**config.mk**
```make
export PLATFORM = sky130hd
export DESIGN_NAME = bcd_to_bin
export DESIGN_NICKNAME = d
export VERILOG_FILES = /design/src/rtl/bcd_pkg.sv /design/src/rtl/bcd_digit_adj.sv /design/src/rtl/bcd_to_bin.sv
export SDC_FILE = /design/constraint.sdc
export NUM_CORES = 1
export LEC_CHECK = 0
export BUFFER_PORTS_ARGS = -buffer_cell sky130_fd_sc_hd__buf_4
export CELL_PAD_IN_SITES_DETAIL_PLACEMENT = 1
export CELL_PAD_IN_SITES_GLOBAL_PLACEMENT = 2
export CORE_MARGIN = 2
export CORE_UTILIZATION = 36
export CTS_CLUSTER_SIZE = 8
export DETAILED_ROUTE_END_ITERATION = 8
export PLACE_DENSITY = 0.89
export SYNTH_ARGS = -nofsm -noshare
export SYNTH_HDL_FRONTEND = slang
export SYNTH_SLANG_ARGS = --single-unit
export TNS_END_PERCENT = 1
```
**constraint.sdc**
```tcl
create_clock -name clk -period 2.34 [get_ports clk]
set_clock_uncertainty 0.2 [all_clocks]
set_input_delay 0 -clock clk [delete_from_list [all_inputs] [get_ports clk]]
set_output_delay 0 -clock clk [all_outputs]
set_load 0.1 [all_outputs]
```
**src/rtl/bcd_pkg.sv**
```systemverilog
// Shared constants and types for the BCD-to-binary converter.
//   NUM_DIGITS / DIGIT_MAX : input format (three packed BCD digits, 0..9)
//   ITER                   : number of CONV cycles per valid conversion
//   ACC_W                  : binary accumulator width (holds 0..999)
//   state_t                : converter FSM state type
//   digits_valid()         : true when every digit of a packed code is <= DIGIT_MAX
package bcd_pkg;

    localparam int         NUM_DIGITS = 3;
    localparam logic [3:0] DIGIT_MAX  = 4'd9;
    localparam logic [3:0] ITER       = 4'd12;
    localparam int         BCD_W      = 4 * NUM_DIGITS;
    localparam int         ACC_W      = 10;

    // The 10-bit result is complete after ACC_W shifts; at that point the BCD
    // register is already zero.  The remaining ITER-ACC_W steps therefore
    // leave the accumulator untouched so its LSBs are not shifted away.
    localparam logic [3:0] SHIFT_STOP = ITER - 4'(ACC_W);

    typedef enum logic [1:0] {
        IDLE = 2'd0,
        CONV = 2'd1,
        DONE = 2'd2
    } state_t;

    function automatic logic digits_valid(input logic [BCD_W-1:0] code);
        logic ok;
        ok = 1'b1;
        for (int i = 0; i < NUM_DIGITS; i++) begin
            if (code[4*i +: 4] > DIGIT_MAX) ok = 1'b0;
        end
        return ok;
    endfunction

endpackage

```
**src/rtl/bcd_digit_adj.sv**
```systemverilog
// Reverse double-dabble correction for one BCD digit.
//   digit_in  : digit value after the right shift
//   digit_out : digit_in - 3 when digit_in >= 8, else digit_in
module bcd_digit_adj (
    input  logic [3:0] digit_in,
    output logic [3:0] digit_out
);

    assign digit_out = (digit_in >= 4'd8) ? (digit_in - 4'd3) : digit_in;

endmodule

```
**src/rtl/bcd_to_bin.sv**
```systemverilog
// Sequential three-digit BCD to 8-bit binary converter (reverse double dabble).
//   clk, rst : system clock, asynchronous active-high reset
//   start    : conversion request, sampled only in IDLE
//   bcd_in   : {hundreds, tens, units} packed BCD, captured on the accepting edge
//   busy     : high in CONV and DONE
//   done     : one-cycle pulse, dout/err/ovf valid
//   dout     : binary result (saturates at 255, DEFAULT_VAL on invalid input)
//   err      : last request contained a digit > 9
//   ovf      : last request's value exceeded 255
//
// state | meaning
// IDLE  | waiting for start; invalid codes jump straight to DONE
// CONV  | one shift/adjust step per cycle, ITER cycles
// DONE  | one-cycle done pulse, results registered on entry
module bcd_to_bin
    import bcd_pkg::*;
#(
    parameter logic [7:0] DEFAULT_VAL = 8'd35
) (
    input  logic             clk,
    input  logic             rst,
    input  logic             start,
    input  logic [BCD_W-1:0] bcd_in,
    output logic             busy,
    output logic             done,
    output logic [7:0]       dout,
    output logic             err,
    output logic             ovf
);

    state_t             state_q, state_d;
    logic [BCD_W-1:0]   bcd_q;
    logic [ACC_W-1:0]   acc_q;
    logic [3:0]         cnt_q;

    logic               in_valid;
    logic               shift_en;
    logic [BCD_W+ACC_W-1:0] shifted;
    logic [BCD_W-1:0]   bcd_step;
    logic [ACC_W-1:0]   acc_next;

    assign in_valid = digits_valid(bcd_in);
    assign shift_en = (cnt_q > SHIFT_STOP);
    assign shifted  = {bcd_q, acc_q} >> 1;
    assign acc_next = shift_en ? shifted[ACC_W-1:0] : acc_q;

    for (genvar g = 0; g < NUM_DIGITS; g++) begin : g_adj
        bcd_digit_adj u_adj (
            .digit_in  (shifted[ACC_W + 4*g +: 4]),
            .digit_out (bcd_step[4*g +: 4])
        );
    end

    always_ff @(posedge clk or posedge rst) begin
        if (rst) begin
            state_q <= IDLE;
        end else begin
            state_q <= state_d;
        end
    end

    always_comb begin
        state_d = state_q;
        case (state_q)
            IDLE: begin
                if (start) state_d = in_valid ? CONV : DONE;
            end
            CONV: begin
                if (cnt_q == 4'd1) state_d = DONE;
            end
            DONE:    state_d = IDLE;
            default: state_d = IDLE;
        endcase
    end

    assign busy = (state_q != IDLE);
    assign done = (state_q == DONE);

    always_ff @(posedge clk or posedge rst) begin
        if (rst) begin
            bcd_q <= '0;
            acc_q <= '0;
            cnt_q <= '0;
            dout  <= '0;
            err   <= 1'b0;
            ovf   <= 1'b0;
        end else begin
            case (state_q)
                IDLE: begin
                    if (start) begin
                        if (in_valid) begin
                            bcd_q <= bcd_in;
                            acc_q <= '0;
                            cnt_q <= ITER;
                        end else begin
                            dout <= DEFAULT_VAL;
                            err  <= 1'b1;
                            ovf  <= 1'b0;
                        end
                    end
                end
                CONV: begin
                    cnt_q <= cnt_q - 4'd1;
                    if (shift_en) begin
                        bcd_q <= bcd_step;
                        acc_q <= acc_next;
                    end
                    if (cnt_q == 4'd1) begin
                        err <= 1'b0;
                        if (acc_next > 10'd255) begin
                            dout <= 8'd255;
                            ovf  <= 1'b1;
                        end else begin
                            dout <= acc_next[7:0];
                            ovf  <= 1'b0;
                        end
                    end
                end
                default: ;
            endcase
        end
    end

endmodule

```
==> out/results.tsv, run 1 <==
stage	metric	value	unit
sta	min_period	2.07	ns
cells_and_area	insertedDiodeCount	0	
sta	drv_slew	0	
drt	vias	1700	
logic_synthesis	synth_cells	207	
clock_tree	cts.sinks	38	
logic_synthesis	synth.distinct_cells	38	
cells_and_area	syn_to_final_growth	26.4	%
setup_path	worst_ep_required_time	2.32	ns
clock_tree	clk_path_buf_depth	2	
drt	routed_wl	5190	um
power_and_ir_drop	leakagePower	0.00116	uW
floorplanning	die_h	79.2	um
grt	grtUsageTotal	18.5	%
floorplanning	initial_utilization	37.2	%
setup_path	timing.rr.end	acc_q[1]	
logic_synthesis	synth_top_area_share	46.8	%
sta	fin_crit_sh	88.7	%
logic_synthesis	seq_area_frac_synth	46.8	%
sta	fin_setup_tns	0	ns
clock_tree	cts_tree	built	
grt	overflow	0	
power_and_ir_drop	vdd_drop_max	557	uV
clock_tree	clkTransAtPathRegs	0.07	ns
logic_synthesis	postSynthAreaPerCell	9.82	sq um
setup_path	critPathLaunch	cnt_q[0]	
logic_synthesis	yosysMostFrequentCell	dfrtp_1	
drt	drt-initial-drc-count	109	
setup_path	cp_max_fo	10	
floorplanning	core-area	5470	sq um
grt	grt_pass1_wl	8980	um
setup_path	crit_arrival	2.06	ns
logic_synthesis	async_reset_ff_share	100	%
setup_path	rr_worst_depth	7	
drt	routedWlPerCell	16.0	um
sta	hold_viol	0	
cells_and_area	nFillCells	634	
logic_synthesis	syn-cell-area	2030	sq um
logic_synthesis	ys.flop_type	dfrtp_1	
floorplanning	dieArea	6260	sq um
setup_path	crit_type	register to register	
power_and_ir_drop	powerDensity	1430	nW/um^2
clock_tree	ctsResizeCount	0	
cells_and_area	drive_above_1_share	21.4	%
power_and_ir_drop	fin_total_pwr	3670	uW
clock_tree	post_cts_buffers	0	
placed_design	gp_congestion	0.782	
drt	drc	0	
clock_tree	numCtsBuffers	5	
drt	drt-pass1-iter-count	4	
logic_synthesis	yosysTopAreaCell	dfrtp_1	
sta	setup_viol	0	
setup_path	startpoint_type	register	
logic_synthesis	yosysWarnings	0	
logic_synthesis	ys_top_cells_by_count	dfrtp_1, nand3_1, o21ai_0	
floorplanning	dieWidth	79.2	um
hold_path	hold_path_class	input port to register	
cells_and_area	num-nets-final	275	
grt	grt_pass1_vias	1833	
clock_tree	clkLatencyLatePin	0.29	ns
placed_design	io_buffers	26	
grt	antenna_found_initial	0	
setup_path	reg2reg_from	cnt_q[0]	
setup_path	cp-endpoint	acc_q[1]	
clock_tree	cts-root-buf	clkbuf_8	
clock_tree	h-tree-depth	2	
drt	antenna_left	0	
placed_design	place_hpwl	3660	um
status	status	complete, no violations	
logic_synthesis	synth_seq_cells	38	
logic_synthesis	synth_edf_count	0	
cells_and_area	fin_util	47.0	%
setup_path	reg2reg_slack	0.27	ns
floorplanning	io_pins	27	
logic_synthesis	yosys-top-cells-area	dfrtp_1, mux2i_1, nand3_1	
setup_path	crit_path_end_kind	register	
job	cap_violations	0	
sta	tightest_slew	0.520	ns
drt	vias_per_cell	5.25	
sta	rsz0062_at_grt	no	
logic_synthesis	syn-num-nets	229	
grt	grt_max_degree	39	
floorplanning	fp-row-count	27	
sta	maxSlewHeadroom	65.2	%
sta	fmax	482	MHz
==> report_power, final <==
part           internal, uW  switching (uW)
clock                   227             219
combinational           683            1400
sequential              907             231
==> metal layers <==
| layer | GRT usage [%] | part of all wire, % | vias up |
|---|---|---|---|
| li1 | - | - | 824 |
| met1 | 24.5 | 47 | 843 |
| met2 | 30.1 | 49 | 23 |
| met3 | 4.55 | 2.3 | 10 |
| met4 | 5.52 | 1.6 | 0 |
| met5 | 0 | 0 | - |
==> cell type report <==
cell class	count	area, sq um	share of cell area [%]
flip-flops and latches	38	951	37.0
clock buffers	6	82.6	3.21
well taps	72	90.1	3.51
multi-input cells	149	988	38.5
repair buffers	51	428	16.7
inverters	8	30.0	1.17
==> through the flow <==
stage	hold slack [ns]	setup WS, ns	instance area, sq um	instances
final	0.114	0.265	2570	324
after global routing	0.143	0.110	2570	324
after CTS	0.116	0.252	2570	324
after detailed placement	-0.0460	0.262	2360	305
after global placement	-0.0498	0.348	2360	305
after floorplan	-0.0727	0.289	2030	207
==> cells in the final DEF, fill, tap and decap left out, types with 6 or more instances in the layout <==
master and instances:
dfrtp_1 38, buf_4 37, nand3_1 19, o21ai_0 16, a21oi_1 15, nand2_1 13
dlygate4sd3_1 13, mux2i_1 11, o21ai_1 11, a31oi_1 8, inv_1 8, ha_1 7
clkbuf_8 6
==> sequential cells by signal (all words and copies together) (netlist names) <==
| register | cells |
|---|---|
| dout | 8 |
| err | 1 |
| acc_q | 10 |
| state_q | 2 |
| cnt_q | 4 |
| ovf | 1 |
| bcd_q | 12 |
==> kinds of logic after synthesis <==
kind of cell             synth area share, %
XOR/XNOR                                2.15
buffers and inverters                   4.62
adder cells (fa/ha/maj)                 4.31
AND/OR/NAND/NOR                         15.3
flip-flops                              46.8
multiplexers                            7.63
AO/OA/AOI/OAI                           19.3
==> how the worst min path moves through the flow <==
stage | start | end | depth (start not counted) | slack [ns]
floorplan | bcd_in[11] | bcd_q[11] | 2 | -0.07
global placement | rst | acc_q[8] | 3 | -0.05
detailed placement | rst | acc_q[9] | 3 | -0.05
CTS | start | err | 5 | 0.12
global route | start | err | 5 | 0.14
finish | start | err | 5 | 0.11
==> timing repair <==
action,CTS,global route
hold buffers,13,0
hold endpoints to repair,50,0
setup endpoints to repair,0,0
==> critical path, stage by stage (launching register included) <==
cell	delay [ns]
dfrtp_1	0.42
inv_1	0.08
ha_1	0.20
and2b_1	0.34
o21ai_2	0.10
and2_1	0.24
buf_4	0.20
a22o_1	0.18
Note: power is estimated with default switching activity, not from simulation.
==> run 2: changes to the inputs <==
- CORE_UTILIZATION: 36 -> 37
- PLACE_DENSITY: 0.89 -> 0.9
- SYNTH_HIERARCHICAL: default -> 1
==> run 2 against run 1 <==
  * Worst hold slack improved by 0.050 ns
  * Largest cell class unchanged
  * Final area increased by 7.5%
  * Synthesized area increased by 7.3%
  * Critical path depth decreased by 2
  * Combinational power decreased by 8%
==> out/results.tsv, run 2 <==
stage	metric	value	unit	change
status	status	complete, no violations		
grt	grt_max_degree	39		unchanged
logic_synthesis	seq_area_frac_synth	43.6	%	-3.2 points
clock_tree	clkLatencyLatePin	0.30	ns	about the same
logic_synthesis	synth_seq_cells	38		unchanged
setup_path	cpMaxStageDelayCell	dfrtp_1		
logic_synthesis	synth_xor_area_share	2.41	%	+0.25 points
logic_synthesis	yosysWarnings	6		+6
clock_tree	cts-root-buf	clkbuf_8		
setup_path	cp_max_fo	19		+9
grt	overflow	0		unchanged
setup_path	startpoint_type	register		
drt	vias_per_cell	5.10		-2.7%
logic_synthesis	synth.distinct_cells	43		+13%
sta	worst_slack	0.130	ns	-0.135 ns
sta	setup_viol	0		unchanged
logic_synthesis	synth_top_family_by_area	compound AO/OA/AOI/OAI gates		
drt	routedWlPerCell	16.1	um	+0.16%
drt	vias	1740		+2.4%
placed_design	dp_slack	0.127	ns	-0.135 ns
cells_and_area	largest-register	bcd_q		
setup_path	crit_path_end_kind	register		
logic_synthesis	synthSimpleGateAreaFrac	16.8	%	+1.5 points
sta	min_period	2.21	ns	+0.135 ns
hold_path	hold_path_class	input port to async pin		
setup_path	crit_arrival	2.20	ns	+0.14 ns
cells_and_area	nFillCells	661		+4.3%
power_and_ir_drop	pwr-share-seq	32.8	%	+1.8 points
floorplanning	dieArea	6530	sq um	+4.2%
drt	drt-initial-drc-count	68		-38%
placed_design	place_hpwl	3750	um	+2.4%
logic_synthesis	syn-cell-area	2180	sq um	+7.3%
logic_synthesis	synthMuxAreaShare	10.0	%	+2.4 points
clock_tree	post_cts_buffers	0		unchanged
cells_and_area	largestRegisters	bcd_q x12, acc_q x10, dout x8		
cells_and_area	insertedDiodeCount	0		unchanged
sta	hold_viol	0		unchanged
logic_synthesis	synth_edf_count	0		unchanged
power_and_ir_drop	leakagePower	0.00134	uW	+15%
floorplanning	initial_utilization	38.9	%	+1.8 points
sta	maxSlewHeadroom	50.4	%	-15 points
logic_synthesis	synth_compound_area_share	17.7	%	-1.5 points
placed_design	io_buffers	26		unchanged
drt	drt-pass1-iter-count	4		unchanged
power_and_ir_drop	p_sw	1720	uW	-7.2%
sta	fin_crit_sh	94.4	%	+5.8 points
setup_path	cp_top_family	simple AND/OR/NAND/NOR gates		
sta	fin_setup_tns	0	ns	unchanged
floorplanning	io_pins	27		unchanged
clock_tree	clkTransAtPathRegs	0.08	ns	about the same
floorplanning	core-area	5610	sq um	+2.5%
logic_synthesis	yosysMostFrequentCell	nand2_1		
clock_tree	cts.sinks	38		unchanged
logic_synthesis	yosysTopAreaCell	dfrtp_1		
logic_synthesis	ys_top_cells_by_count	nand2_1, dfrtp_1, a21oi_1, inv_1, a22o_1		
clock_tree	numCtsBuffers	5		unchanged
drt	drc	0		unchanged
grt	grt_pass1_vias	1865		+1.7%
drt	antenna_left	0		unchanged
power_and_ir_drop	p_comb_share	51.9	%	-4.9 points
floorplanning	fp-row-count	27		unchanged
power_and_ir_drop	vdd_drop_max	678	uV	+22%
logic_synthesis	synth-adder-area-share	5.16	%	+0.85 points
floorplanning	die_h	80.8	um	+2.1%
setup_path	worstPathBufferInverterCount	1		-1
job	cap_violations	0		unchanged
grt	grt_pass1_wl	9220	um	+2.7%
sta	tightest_slew	0.734	ns	+0.214 ns
cells_and_area	syn_to_final_growth	26.7	%	
setup_path	worst_ep_required_time	2.33	ns	about the same
sta	drv_slew	0		unchanged
cells_and_area	drive_above_1_share	22.7	%	+1.2 points
power_and_ir_drop	powerDensity	1340	nW/um^2	-6.0%
logic_synthesis	async_reset_ff_share	100	%	unchanged
setup_path	worst-path-stages	5		-2
setup_path	slowest_delay	0.44	ns	+0.02 ns
placed_design	gp_congestion	0.753		-3.8%
setup_path	rr_worst_depth	5		-2
logic_synthesis	postSynthAreaPerCell	9.96	sq um	+1.4%
logic_synthesis	ys.flop_type	dfrtp_1		
logic_synthesis	synth_cells	219		+5.8%
setup_path	crit_path_cell_trace	nor2_1 > nand2_1 > o21ai_4 > buf_12 > mux2_2		
drt	routed_wl	5480	um	+5.4%
setup_path	crit_type	register to register		
power_and_ir_drop	internal_power	1990	uW	+9.5%
sta	fmax	453	MHz	-6.1%
clock_tree	h-tree-depth	2		unchanged
cells_and_area	final_cell_mix	nand2_1, dfrtp_1, buf_4		
logic_synthesis	synth_top_area_share	43.6	%	-3.2 points
cells_and_area	num-nets-final	292		+6.2%
grt	antenna_found_initial	0		unchanged
grt	grtUsageTotal	18.7	%	+0.21 points
clock_tree	cts_tree	built		
cells_and_area	largest_register_ffs	12		unchanged
clock_tree	clk_path_buf_depth	2		unchanged
logic_synthesis	yosys-top-cells-area	dfrtp_1, nand2_1, mux2_4		
floorplanning	dieWidth	80.8	um	+2.1%
sta	rsz0062_at_grt	no		
power_and_ir_drop	clockPowerShare	15.3	%	+3.1 points
cells_and_area	final_common_cell	nand2_1		
power_and_ir_drop	p_sw_share	46.3	%	-4.1 points
==> run 2: cell families (layout without fill, tap and decap cells) <==
kind of cell | after synthesis | count (layout)
simple gates | 77 | 77
compound gates | 50 | 50
flops | 38 | 38
buf+inv | 21 | 67
mux | 17 | 17
fa+ha+maj | 9 | 9
xor+xnor | 6 | 6
other cells | 1 | 5
==> run 2: routing by layer <==
metal  routed length, um  track usage [%]  up-vias  part of all wire, %
met5                   0                0        -                    0
met4                 140             7.97        0                  2.6
met2                2560             31.1       29                   47
li1                    -                -      855                    -
met3                 143             2.89       11                  2.6
met1                2630             24.5      845                   48
==> run 2: area by class of cell <==
class / instances / area, sq um / area share, %
inverter: 12 / 45.0 / 1.63
clock inverter: 3 / 45.0 / 1.63
clock buffer: 5 / 68.8 / 2.49
timing repair buffer: 47 / 400 / 14.5
tap: 72 / 90.1 / 3.26
multi-input combinational: 164 / 1160 / 42.1
sequential: 38 / 951 / 34.4
==> run 2: power by group through the flow <==
stage / registers, uW / logic [uW] / clock network (uW)
final: 1220 / 1920 / 566
after global routing: 1270 / 2100 / 602
after CTS: 1220 / 1930 / 573
after detailed placement: 1230 / 1890 / 0
after global placement: 1220 / 1840 / 0
after floorplan: 1470 / 1170 / 0
==> run 2: through the flow <==
stage | hold WS (ns) | utilization, % | cells | cell area (sq um) | total power (uW)
2_1_floorplan | -0.00761 | - | 223 | 2200 | 2640
3_3_place_gp | -0.0553 | 44.6 | 319 | 2500 | 3060
3_5_place_dp | -0.0473 | 44.6 | 319 | 2500 | 3120
4_1_cts | 0.177 | 49.2 | 341 | 2760 | 3720
5_1_grt | 0.221 | 49.3 | 341 | 2760 | 3970
6_report | 0.164 | 49.3 | 341 | 2760 | 3710
==> run 2: worst reg2reg max path, stage by stage (launching register included) <==
cell and delay, ns:
dfrtp_1 0.44, nor2_1 0.38, nand2_1 0.27, o21ai_4 0.25, buf_12 0.21, mux2_2 0.35
==> run 2: repair_timing <==
action	in CTS	in global routing
endpoints found under the setup margin	0	2
hold buffers	14	0
hold endpoints to repair	51	0
gates resized for setup	0	1
==> run 2: final timing paths <==
path	from	to	slack, ns
max	cnt_q[2]	bcd_q[10]	0.13
min	rst	acc_q[4]	0.16
max reg2reg	cnt_q[2]	bcd_q[10]	0.13
min reg2reg	err	err	0.30
max in group asynchronous	rst	state_q[0]	1.42
min in group clk	err	err	0.30
==> run 3: changes to the inputs <==
- BUFFER_PORTS_ARGS: -buffer_cell sky130_fd_sc_hd__buf_4 -> default
- CORE_UTILIZATION: 37 -> 40
- DONT_BUFFER_PORTS: default -> 1
- PLACE_DENSITY: 0.9 -> 0.88
==> run 3 against run 2 <==
  * Largest cell class unchanged
  * First-iteration DRC count increased by 34%
  * Sequential power about the same
  * Critical endpoint unchanged
  * Wire length increased by 3.9%
==> out/results.tsv, run 3 (synthesis gave the netlist of run 2 again) <==
stage	metric	value	unit	change
status	status	complete, no violations		
power_and_ir_drop	vdd_drop_max	742	uV	+9.4%
setup_path	crit_path_cell_trace	inv_1 > ha_1 > nand2b_1 > nand2_2 > o21ai_2 > buf_12 > mux2_2		
floorplanning	dieArea	6060	sq um	-7.1%
sta	tightest_slew	0.734	ns	-0.000584 ns
drt	drt-initial-drc-count	91		+34%
floorplanning	core-area	5170	sq um	-7.8%
drt	drt-pass1-iter-count	4		unchanged
drt	drc	0		unchanged
sta	setup_viol	0		unchanged
setup_path	startpoint_type	register		
hold_path	hold_path_class	input port to register		
placed_design	io_buffers	0		-100%
cells_and_area	largest_register_ffs	12		unchanged
setup_path	crit_path_end_kind	register		
cells_and_area	multiInputGateArea	1160	sq um	-0.22%
drt	routedWlPerCell	17.5	um	+9.0%
setup_path	slowest_delay	0.40	ns	-0.04 ns
sta	hold_ws	0.00732	ns	-0.157 ns
floorplanning	initial_utilization	42.2	%	+3.3 points
cells_and_area	drive_above_1_share	19.2	%	-3.5 points
setup_path	crit_arrival	2.15	ns	-0.05 ns
cells_and_area	seq_area	951	sq um	unchanged
clock_tree	numCtsBuffers	5		unchanged
sta	drv_slew	0		unchanged
sta	hold_viol	0		unchanged
sta	fmax	460	MHz	+1.6%
floorplanning	die_h	77.9	um	-3.6%
clock_tree	h-tree-depth	2		unchanged
cells_and_area	num-nets-final	278		-4.8%
power_and_ir_drop	leakagePower	0.00127	uW	-5.3%
cells_and_area	largest-register	bcd_q		
setup_path	cp_max_fo	12		-7
sta	fin_setup_tns	0	ns	unchanged
grt	grt_pass1_vias	1907		+2.3%
floorplanning	io_pins	27		unchanged
sta	maxSlewHeadroom	51.1	%	+0.73 points
floorplanning	dieWidth	77.9	um	-3.6%
placed_design	place_area	2390	sq um	-4.5%
clock_tree	clkLatencyLatePin	0.29	ns	about the same
grt	grtUsageTotal	20.0	%	+1.3 points
placed_design	place_hpwl	4010	um	+7.0%
sta	rsz0062_at_grt	no		
drt	vias_per_cell	5.30		+3.9%
cells_and_area	nFillCells	574		-13%
clock_tree	cts_tree	built		
cells_and_area	fin_area	2640	sq um	-4.7%
clock_tree	clkTransAtPathRegs	0.07	ns	about the same
setup_path	worst_ep_required_time	2.32	ns	about the same
grt	antenna_found_initial	0		unchanged
setup_path	crit_type	register to register		
cells_and_area	final_common_cell	nand2_1		
clock_tree	cts.sinks	38		unchanged
clock_tree	cts-root-buf	clkbuf_8		
placed_design	gp_congestion	0.802		+6.6%
job	cap_violations	0		unchanged
drt	antenna_left	0		unchanged
drt	vias	1723		-0.98%
power_and_ir_drop	powerDensity	1380	nW/um^2	+2.8%
sta	min_period	2.17	ns	-0.0350 ns
floorplanning	fp-row-count	26		-3.7%
grt	grt_pass1_wl	9440	um	+2.4%
setup_path	cpMaxStageDelayCell	dfrtp_1		
cells_and_area	insertedDiodeCount	0		unchanged
sta	fin_crit_sh	92.9	%	-1.5 points
drt	routed_wl	5690	um	+3.9%
cells_and_area	final_cell_mix	nand2_1, dfrtp_1, buf_4		
cells_and_area	syn_to_final_growth	20.8	%	
grt	grt_max_degree	39		unchanged
cells_and_area	largestRegisters	bcd_q x12, acc_q x10, dout x8		
clock_tree	clk_path_buf_depth	2		unchanged
grt	overflow	0		unchanged
[run 3: cell types whose count changed in the layout (fill, tap and decap cells not counted), sizes merged]
cell | before | now
bufinv | 1 | 0
clkinv | 0 | 1
buf | 33 | 19
clkbuf | 5 | 6
clkinvlp | 2 | 1
[run 3: per-layer routing]
metal,track usage (%),up-vias,wire length [um]
li1,-,823,-
met1,25.7,866,2570
met2,34.6,28,2900
met3,2.91,6,158
met4,6.43,0,70
met5,0,-,0
[run 3: stage by stage]
stage / setup WS (ns) / total power, uW / util [%] / std cells
after detailed placement: 0.138 / 3120 / 46.2 / 302
after floorplan: 0.373 / 2640 / - / 223
after global placement: 0.269 / 3040 / 46.2 / 302
final: 0.165 / 3630 / 50.9 / 325
after global routing: 0.0204 / 3880 / 50.9 / 325
after CTS: 0.113 / 3630 / 50.7 / 324
[run 3: final cells by class]
cell class | instances | share of cell area [%]
sequential | 38 | 36.1
multi-input combinational | 164 | 44.1
clock inverter | 2 | 0.475
tap | 70 | 3.32
timing repair buffer | 33 | 11.2
clock buffer | 6 | 3.13
inverter | 12 | 1.71
[run 3: worst paths after layout]
kind                       startpoint         to  slack [ns]  depth (start not counted)
max reg2reg                  cnt_q[0]  bcd_q[10]        0.17                          7
min reg2reg                  acc_q[0]   acc_q[0]        0.32                          1
min                         bcd_in[1]        err       0.007                          3
max                          cnt_q[0]  bcd_q[10]        0.17                          7
max in group asynchronous         rst   bcd_q[9]        1.52                          3
min in group asynchronous         rst   bcd_q[2]        0.08                          3
[run 3: critical path: cells and delay by family (launching register included)]
family / cells / cell delay, ns
compound gates: 1 / 0.26
mux: 1 / 0.35
buf+inv: 2 / 0.32
fa+ha+maj: 1 / 0.17
simple gates: 2 / 0.36
flops: 1 / 0.40
[run 3: report_power, final]
group,switching [uW],internal (uW)
Combinational,1180,745
Sequential,319,909
Clock,240,237
[run 3: timing repair]
action | CTS | global route
endpoints found under the hold margin | 57 | 0
hold buffers | 14 | 0
gates resized for setup | 0 | 1
buffers inserted | 0 | 1
endpoints found under the setup margin | 0 | 2
